<file path="src/rtl/ghost_scheduler.sv">
// Shares one ghost direction engine across NUM_GHOSTS ghosts: each game tick walks the ghosts
// in order, lets the engine settle on the selected ghost, then commits its direction and step.
module ghost_scheduler #(
  parameter int unsigned NUM_GHOSTS = 4,
  parameter int unsigned LAT        = 3,
  parameter int unsigned STEP       = 1,
  parameter int unsigned HOME_X     = 304,
  parameter int unsigned HOME_Y     = 240,
  parameter int unsigned X_MAX      = 639,
  parameter int unsigned Y_MAX      = 479
) (
  input  logic                     clk,
  input  logic                     rst,
  input  logic                     tick,
  input  logic [10:0]              pacman_pos_x,
  input  logic [9:0]               pacman_pos_y,
  input  logic [3:0]               engine_dir,
  output logic [10:0]              sel_ghost_x,
  output logic [9:0]               sel_ghost_y,
  output logic [3:0]               sel_prev_dir,
  output logic [11*NUM_GHOSTS-1:0] ghost_x_flat,
  output logic [10*NUM_GHOSTS-1:0] ghost_y_flat,
  output logic [4*NUM_GHOSTS-1:0]  ghost_dir_flat,
  output logic                     busy,
  output logic                     round_done,
  output logic [NUM_GHOSTS-1:0]    caught_mask,
  output logic [7:0]               overrun_cnt
);

  localparam int unsigned CntW = (LAT > 1) ? $clog2(LAT) : 1;

  localparam logic [3:0] DirRight = 4'b0001;
  localparam logic [3:0] DirUp    = 4'b0010;
  localparam logic [3:0] DirDown  = 4'b0100;
  localparam logic [3:0] DirLeft  = 4'b1000;

  typedef enum logic [1:0] {StIdle, StSettle, StCommit} state_e;

  state_e                  state_q;
  logic [2:0]              idx_q;
  logic [CntW-1:0]         cnt_q;
  logic                    busy_q;
  logic                    round_done_q;
  logic [NUM_GHOSTS-1:0]   caught_q;
  logic [7:0]              overrun_q;
  logic [10:0]             gx_q [NUM_GHOSTS];
  logic [9:0]              gy_q [NUM_GHOSTS];
  logic [3:0]              gd_q [NUM_GHOSTS];

  logic [10:0]             commit_x_d;
  logic [9:0]              commit_y_d;
  logic [3:0]              commit_dir_d;
  logic                    hit_d;

  // Selected ghost is a pure mux on idx so the engine sees stable inputs throughout SETTLE.
  always_comb begin
    sel_ghost_x  = '0;
    sel_ghost_y  = '0;
    sel_prev_dir = '0;
    for (int i = 0; i < NUM_GHOSTS; i++) begin
      if (idx_q == 3'(i)) begin
        sel_ghost_x  = gx_q[i];
        sel_ghost_y  = gy_q[i];
        sel_prev_dir = gd_q[i];
      end
    end
  end

  always_comb begin
    commit_x_d   = sel_ghost_x;
    commit_y_d   = sel_ghost_y;
    commit_dir_d = '0;
    unique case (engine_dir)
      DirRight: begin
        commit_dir_d = DirRight;
        if (32'(sel_ghost_x) + STEP > X_MAX) begin
          commit_x_d = 11'(32'(sel_ghost_x) + STEP - X_MAX - 1);
        end else begin
          commit_x_d = 11'(32'(sel_ghost_x) + STEP);
        end
      end
      DirLeft: begin
        commit_dir_d = DirLeft;
        if (32'(sel_ghost_x) < STEP) begin
          commit_x_d = 11'(X_MAX + 1 + 32'(sel_ghost_x) - STEP);
        end else begin
          commit_x_d = 11'(32'(sel_ghost_x) - STEP);
        end
      end
      DirUp: begin
        commit_dir_d = DirUp;
        if (32'(sel_ghost_y) < STEP) begin
          commit_y_d = '0;
        end else begin
          commit_y_d = 10'(32'(sel_ghost_y) - STEP);
        end
      end
      DirDown: begin
        commit_dir_d = DirDown;
        if (32'(sel_ghost_y) + STEP > Y_MAX) begin
          commit_y_d = 10'(Y_MAX);
        end else begin
          commit_y_d = 10'(32'(sel_ghost_y) + STEP);
        end
      end
      default: ;
    endcase
    hit_d = (commit_x_d == pacman_pos_x) && (commit_y_d == pacman_pos_y);
  end

  always_ff @(posedge clk) begin
    if (rst) begin
      state_q      <= StIdle;
      idx_q        <= '0;
      cnt_q        <= '0;
      busy_q       <= 1'b0;
      round_done_q <= 1'b0;
      caught_q     <= '0;
      overrun_q    <= '0;
      for (int i = 0; i < NUM_GHOSTS; i++) begin
        gx_q[i] <= 11'(HOME_X + 16 * i);
        gy_q[i] <= 10'(HOME_Y);
        gd_q[i] <= '0;
      end
    end else begin
      round_done_q <= 1'b0;
      if (tick && busy_q && overrun_q != 8'hFF) begin
        overrun_q <= overrun_q + 8'd1;
      end
      unique case (state_q)
        StIdle: begin
          if (tick) begin
            state_q  <= StSettle;
            cnt_q    <= CntW'(LAT - 1);
            busy_q   <= 1'b1;
            caught_q <= '0;
          end
        end
        StSettle: begin
          if (cnt_q == '0) begin
            state_q <= StCommit;
          end else begin
            cnt_q <= cnt_q - 1'b1;
          end
        end
        StCommit: begin
          for (int i = 0; i < NUM_GHOSTS; i++) begin
            if (idx_q == 3'(i)) begin
              gx_q[i] <= commit_x_d;
              gy_q[i] <= commit_y_d;
              gd_q[i] <= commit_dir_d;
              if (hit_d) begin
                caught_q[i] <= 1'b1;
              end
            end
          end
          if (idx_q == 3'(NUM_GHOSTS - 1)) begin
            state_q      <= StIdle;
            idx_q        <= '0;
            busy_q       <= 1'b0;
            round_done_q <= 1'b1;
          end else begin
            state_q <= StSettle;
            idx_q   <= idx_q + 3'd1;
            cnt_q   <= CntW'(LAT - 1);
          end
        end
        default: state_q <= StIdle;
      endcase
    end
  end

  for (genvar g = 0; g < NUM_GHOSTS; g++) begin : g_flat
    assign ghost_x_flat[11*g +: 11]  = gx_q[g];
    assign ghost_y_flat[10*g +: 10]  = gy_q[g];
    assign ghost_dir_flat[4*g +: 4]  = gd_q[g];
  end

  assign busy        = busy_q;
  assign round_done  = round_done_q;
  assign caught_mask = caught_q;
  assign overrun_cnt = overrun_q;

endmodule

</file>
<file path="config.mk">
export PLATFORM = sky130hd
export DESIGN_NAME = ghost_scheduler
export DESIGN_NICKNAME = d
export VERILOG_FILES = /design/src/rtl/ghost_scheduler.sv
export SDC_FILE = /design/constraint.sdc
export NUM_CORES = 1
export LEC_CHECK = 0
export CORE_MARGIN = 1
export CORE_UTILIZATION = 56
export DETAILED_ROUTE_END_ITERATION = 8
export PLACE_DENSITY = 0.89
export SLEW_MARGIN = 5
export SYNTH_ARGS = -nofsm -noshare
export SYNTH_HDL_FRONTEND = slang
export SYNTH_SLANG_ARGS = --single-unit
</file>
<file path="constraint.sdc">
create_clock -name clk -period 9.75 [get_ports clk]
set_input_delay 0.975 -clock clk [delete_from_list [all_inputs] [get_ports clk]]
set_output_delay 0.975 -clock clk [all_outputs]
set_load 0.02 [all_outputs]
</file>
==> qor.yml <==
hold_viol_final: 0
synthFlopType: "edfxtp_1"
portBuffers: 166
path_clk_slew_ps: 60
fillers: 936
worstSetupEndpointType: "flop"
synth_edf_count: 100
core_area_um2: 13500
antenna_cells: 0
drv_cap: 0
tns_ps: 0
cts_hold_buf: 0
die_w_um: 121
final_nets: 1028
place.gp.congestion: 1.01
fmax_mhz: 181
slew_headroom: 0.250
p_leak_nw: 3.69
async_flop_share: 0
cts_root_buffer: "clkbuf_16"
dr.pass1.iters: 6
drv_slew: 0
synth-compound-area-share: 0.198
setup.worst_path.start_class: "flop"
finalSetupViolCount: 0
antenna_left: 0
grt_max_degree: 46
layout.cells.non_filler: 1176
htree_levels: 4
cts_resized: 0
synth_common_cells: "nor2_1 (146), edfxtp_1 (100), nand2_1 (81)"
detail_route.iter0.violations: 1003
syn_area_um2: 7880
ys_seq_area_frac: 0.434
clock-sinks: 121
multiInputGateArea_um2: 4040
synthAdderAreaFrac: 0.0206
tightest_slew_ps: 1110
arrival_ps: 5880
synthTopCellsByArea: "edfxtp_1 (38%), nor2_1 (7.0%), dfxtp_1 (5.3%), nand2_1 (3.9%), a21oi_1 (2.3%)"
timing.final.ws_setup_ps: 4220
drc: 0
syn_nets: 872
hp-class: "flop to flop"
grt_usage: 0.397
cts_tree: "done"
ir_worst_vdd_mv: 0.150
die_h_um: 121
first_global_vias: 7312
worstSetupPathType: "flop to flop"
p_per_area_nw_per_um2: 154
whs_ps: 496
crit_start: "idx_q[1]"
antenna_found_initial: 0
syn_inst: 831
area_growth_pct: 29.4
start_util: 0.584
avgRoutedWirePerCell_um: 23.9
cts_buffer_depth: 2
vias: 7798
netlist-cell-type-count: 95
numCtsBuffers: 17
ios: 167
synth_simple_gate_area_frac: 0.242
synth_top_area_frac: 0.381
yosysTopAreaCell: "edfxtp_1"
dieArea_um2: 14600
synth_xor_area_frac: 0.0438
synth_top_family_by_area: "simple AND/OR/NAND/NOR gates"
power_w: 0.00157
synth_warnings: 0
synth_mux_area_frac: 0.00667
cts_setup_buffers: 0
fin_crit_ps: 5530
grt_pass1_wl_um: 42700
avgViaCountPerCell: 6.63
clk_latency_ps: 440
layout-drive-gt1-share: 0.0960
finalWirelength_um: 28100
status: "complete, no violations"
dp_slack_ps: 4410
rows: 42
hpwl_um: 20300
period_share: 0.567
hp-start: "caught_mask[0]"
rsz0062_at_grt: "false"
ys_seq_elements: 121
dp.cells: 1144
syn_avg_cell_area_um2: 9.48
grt_remaining_overflow: 0
cp_max_fo: 36
ff_latch_area_um2: 3420
required_ps: 10110
reg2reg_from: "idx_q[1]"
fin_worst_skew_ps: 10.0
synth.most_common_cell: "nor2_1"
==> through the flow <==
stage / util / cell area, um^2
after floorplan: - / 7880
final: 0.755 / 10200
after CTS: 0.755 / 10200
after detailed placement: 0.713 / 9630
after global placement: 0.713 / 9630
after global routing: 0.755 / 10200
==> per-layer routing <==
layer	global-route usage	share of wire
met1	0.505	0.37
met2	0.631	0.46
met3	0.101	0.12
met4	0.192	0.040
met5	0	0
==> registers in the layout, indices dropped and copies added, names as in the netlist, 2 cells and up <==
signal	cells
gx_q	44
gy_q	40
gd_q	16
overrun_cnt	8
caught_mask	4
idx_q	3
cnt_q	2
state_q	2
==> cell families (layout without fill, tap and decap cells) <==
logic type               count (synthesis)  in the layout
AO/OA/AOI/OAI                          183            183
XOR/XNOR                                33             33
adder cells (fa/ha/maj)                 13             13
buffers and inverters                   94            263
flip-flops                             121            121
multiplexers                             5              5
AND/OR/NAND/NOR                        382            382
==> final timing paths <==
kind | depth (start not counted) | endpoint | slack (ps)
worst max-delay path | 18 | caught_mask[1] | 4220
worst min-delay path | 2 | caught_mask[0] | 500
worst max register to register | 18 | caught_mask[1] | 4220
worst min register to register | 2 | caught_mask[0] | 500
==> cell usage in the layout, fill, tap and decap left out, types with 5 or more instances in the layout <==
cell type	netlist	routed
a211oi_1	10	10
a21o_1	6	6
a21oi_1	36	36
a221oi_1	7	7
a221oi_2	9	9
a22oi_1	6	6
a31oi_1	5	5
and2_1	16	16
and3_1	8	8
buf_4	5	11
clkbuf_16	0	18
clkdlybuf4s50_1	0	166
dfxtp_1	21	21
edfxtp_1	100	100
ha_1	13	10
inv_1	45	45
inv_2	7	7
inv_6	0	7
nand2_1	81	81
nand2b_1	5	5
nand3_1	12	12
nand3b_1	10	10
nand4_1	11	11
nand4b_1	5	5
nor2_1	146	146
nor2b_1	13	13
nor3_1	21	21
nor3b_1	6	6
nor4_1	10	10
o211a_1	6	6
o211ai_1	10	10
o21ai_0	12	12
o21ai_1	9	9
or3_1	5	5
or4_1	5	5
xnor2_1	17	17
xor2_1	11	11
==> cell type report <==
| class | count | share of cell area |
|---|---|---|
| sequential | 121 | 0.336 |
| tap | 176 | 0.0216 |
| clock buffer | 18 | 0.0442 |
| multi-input combinational | 616 | 0.396 |
| clock inverter | 14 | 0.0120 |
| timing repair buffer | 177 | 0.171 |
| inverter | 54 | 0.0199 |
==> worst max-delay path, stage by stage (launching register included) <==
cell	delay, ps
dfxtp_1	380
inv_1	90
ha_2	260
buf_4	290
nand2b_1	400
o21ai_1	370
and2_1	270
ha_1	260
nor2b_1	270
and3_1	190
a41oi_1	70
o31a_1	300
a2111oi_0	550
o41ai_1	180
mux2_1	340
or4_1	540
nor4_1	250
nand4_1	230
o21ai_1	190
==> where the power goes <==
part / internal (W) / switching [W]
Clock: 0.000349 / 0.000271
Sequential: 0.000575 / 0.0000135
Combinational: 0.000135 / 0.000225
Total: 0.00106 / 0.000509
Note: power is estimated with default switching activity, not from simulation.
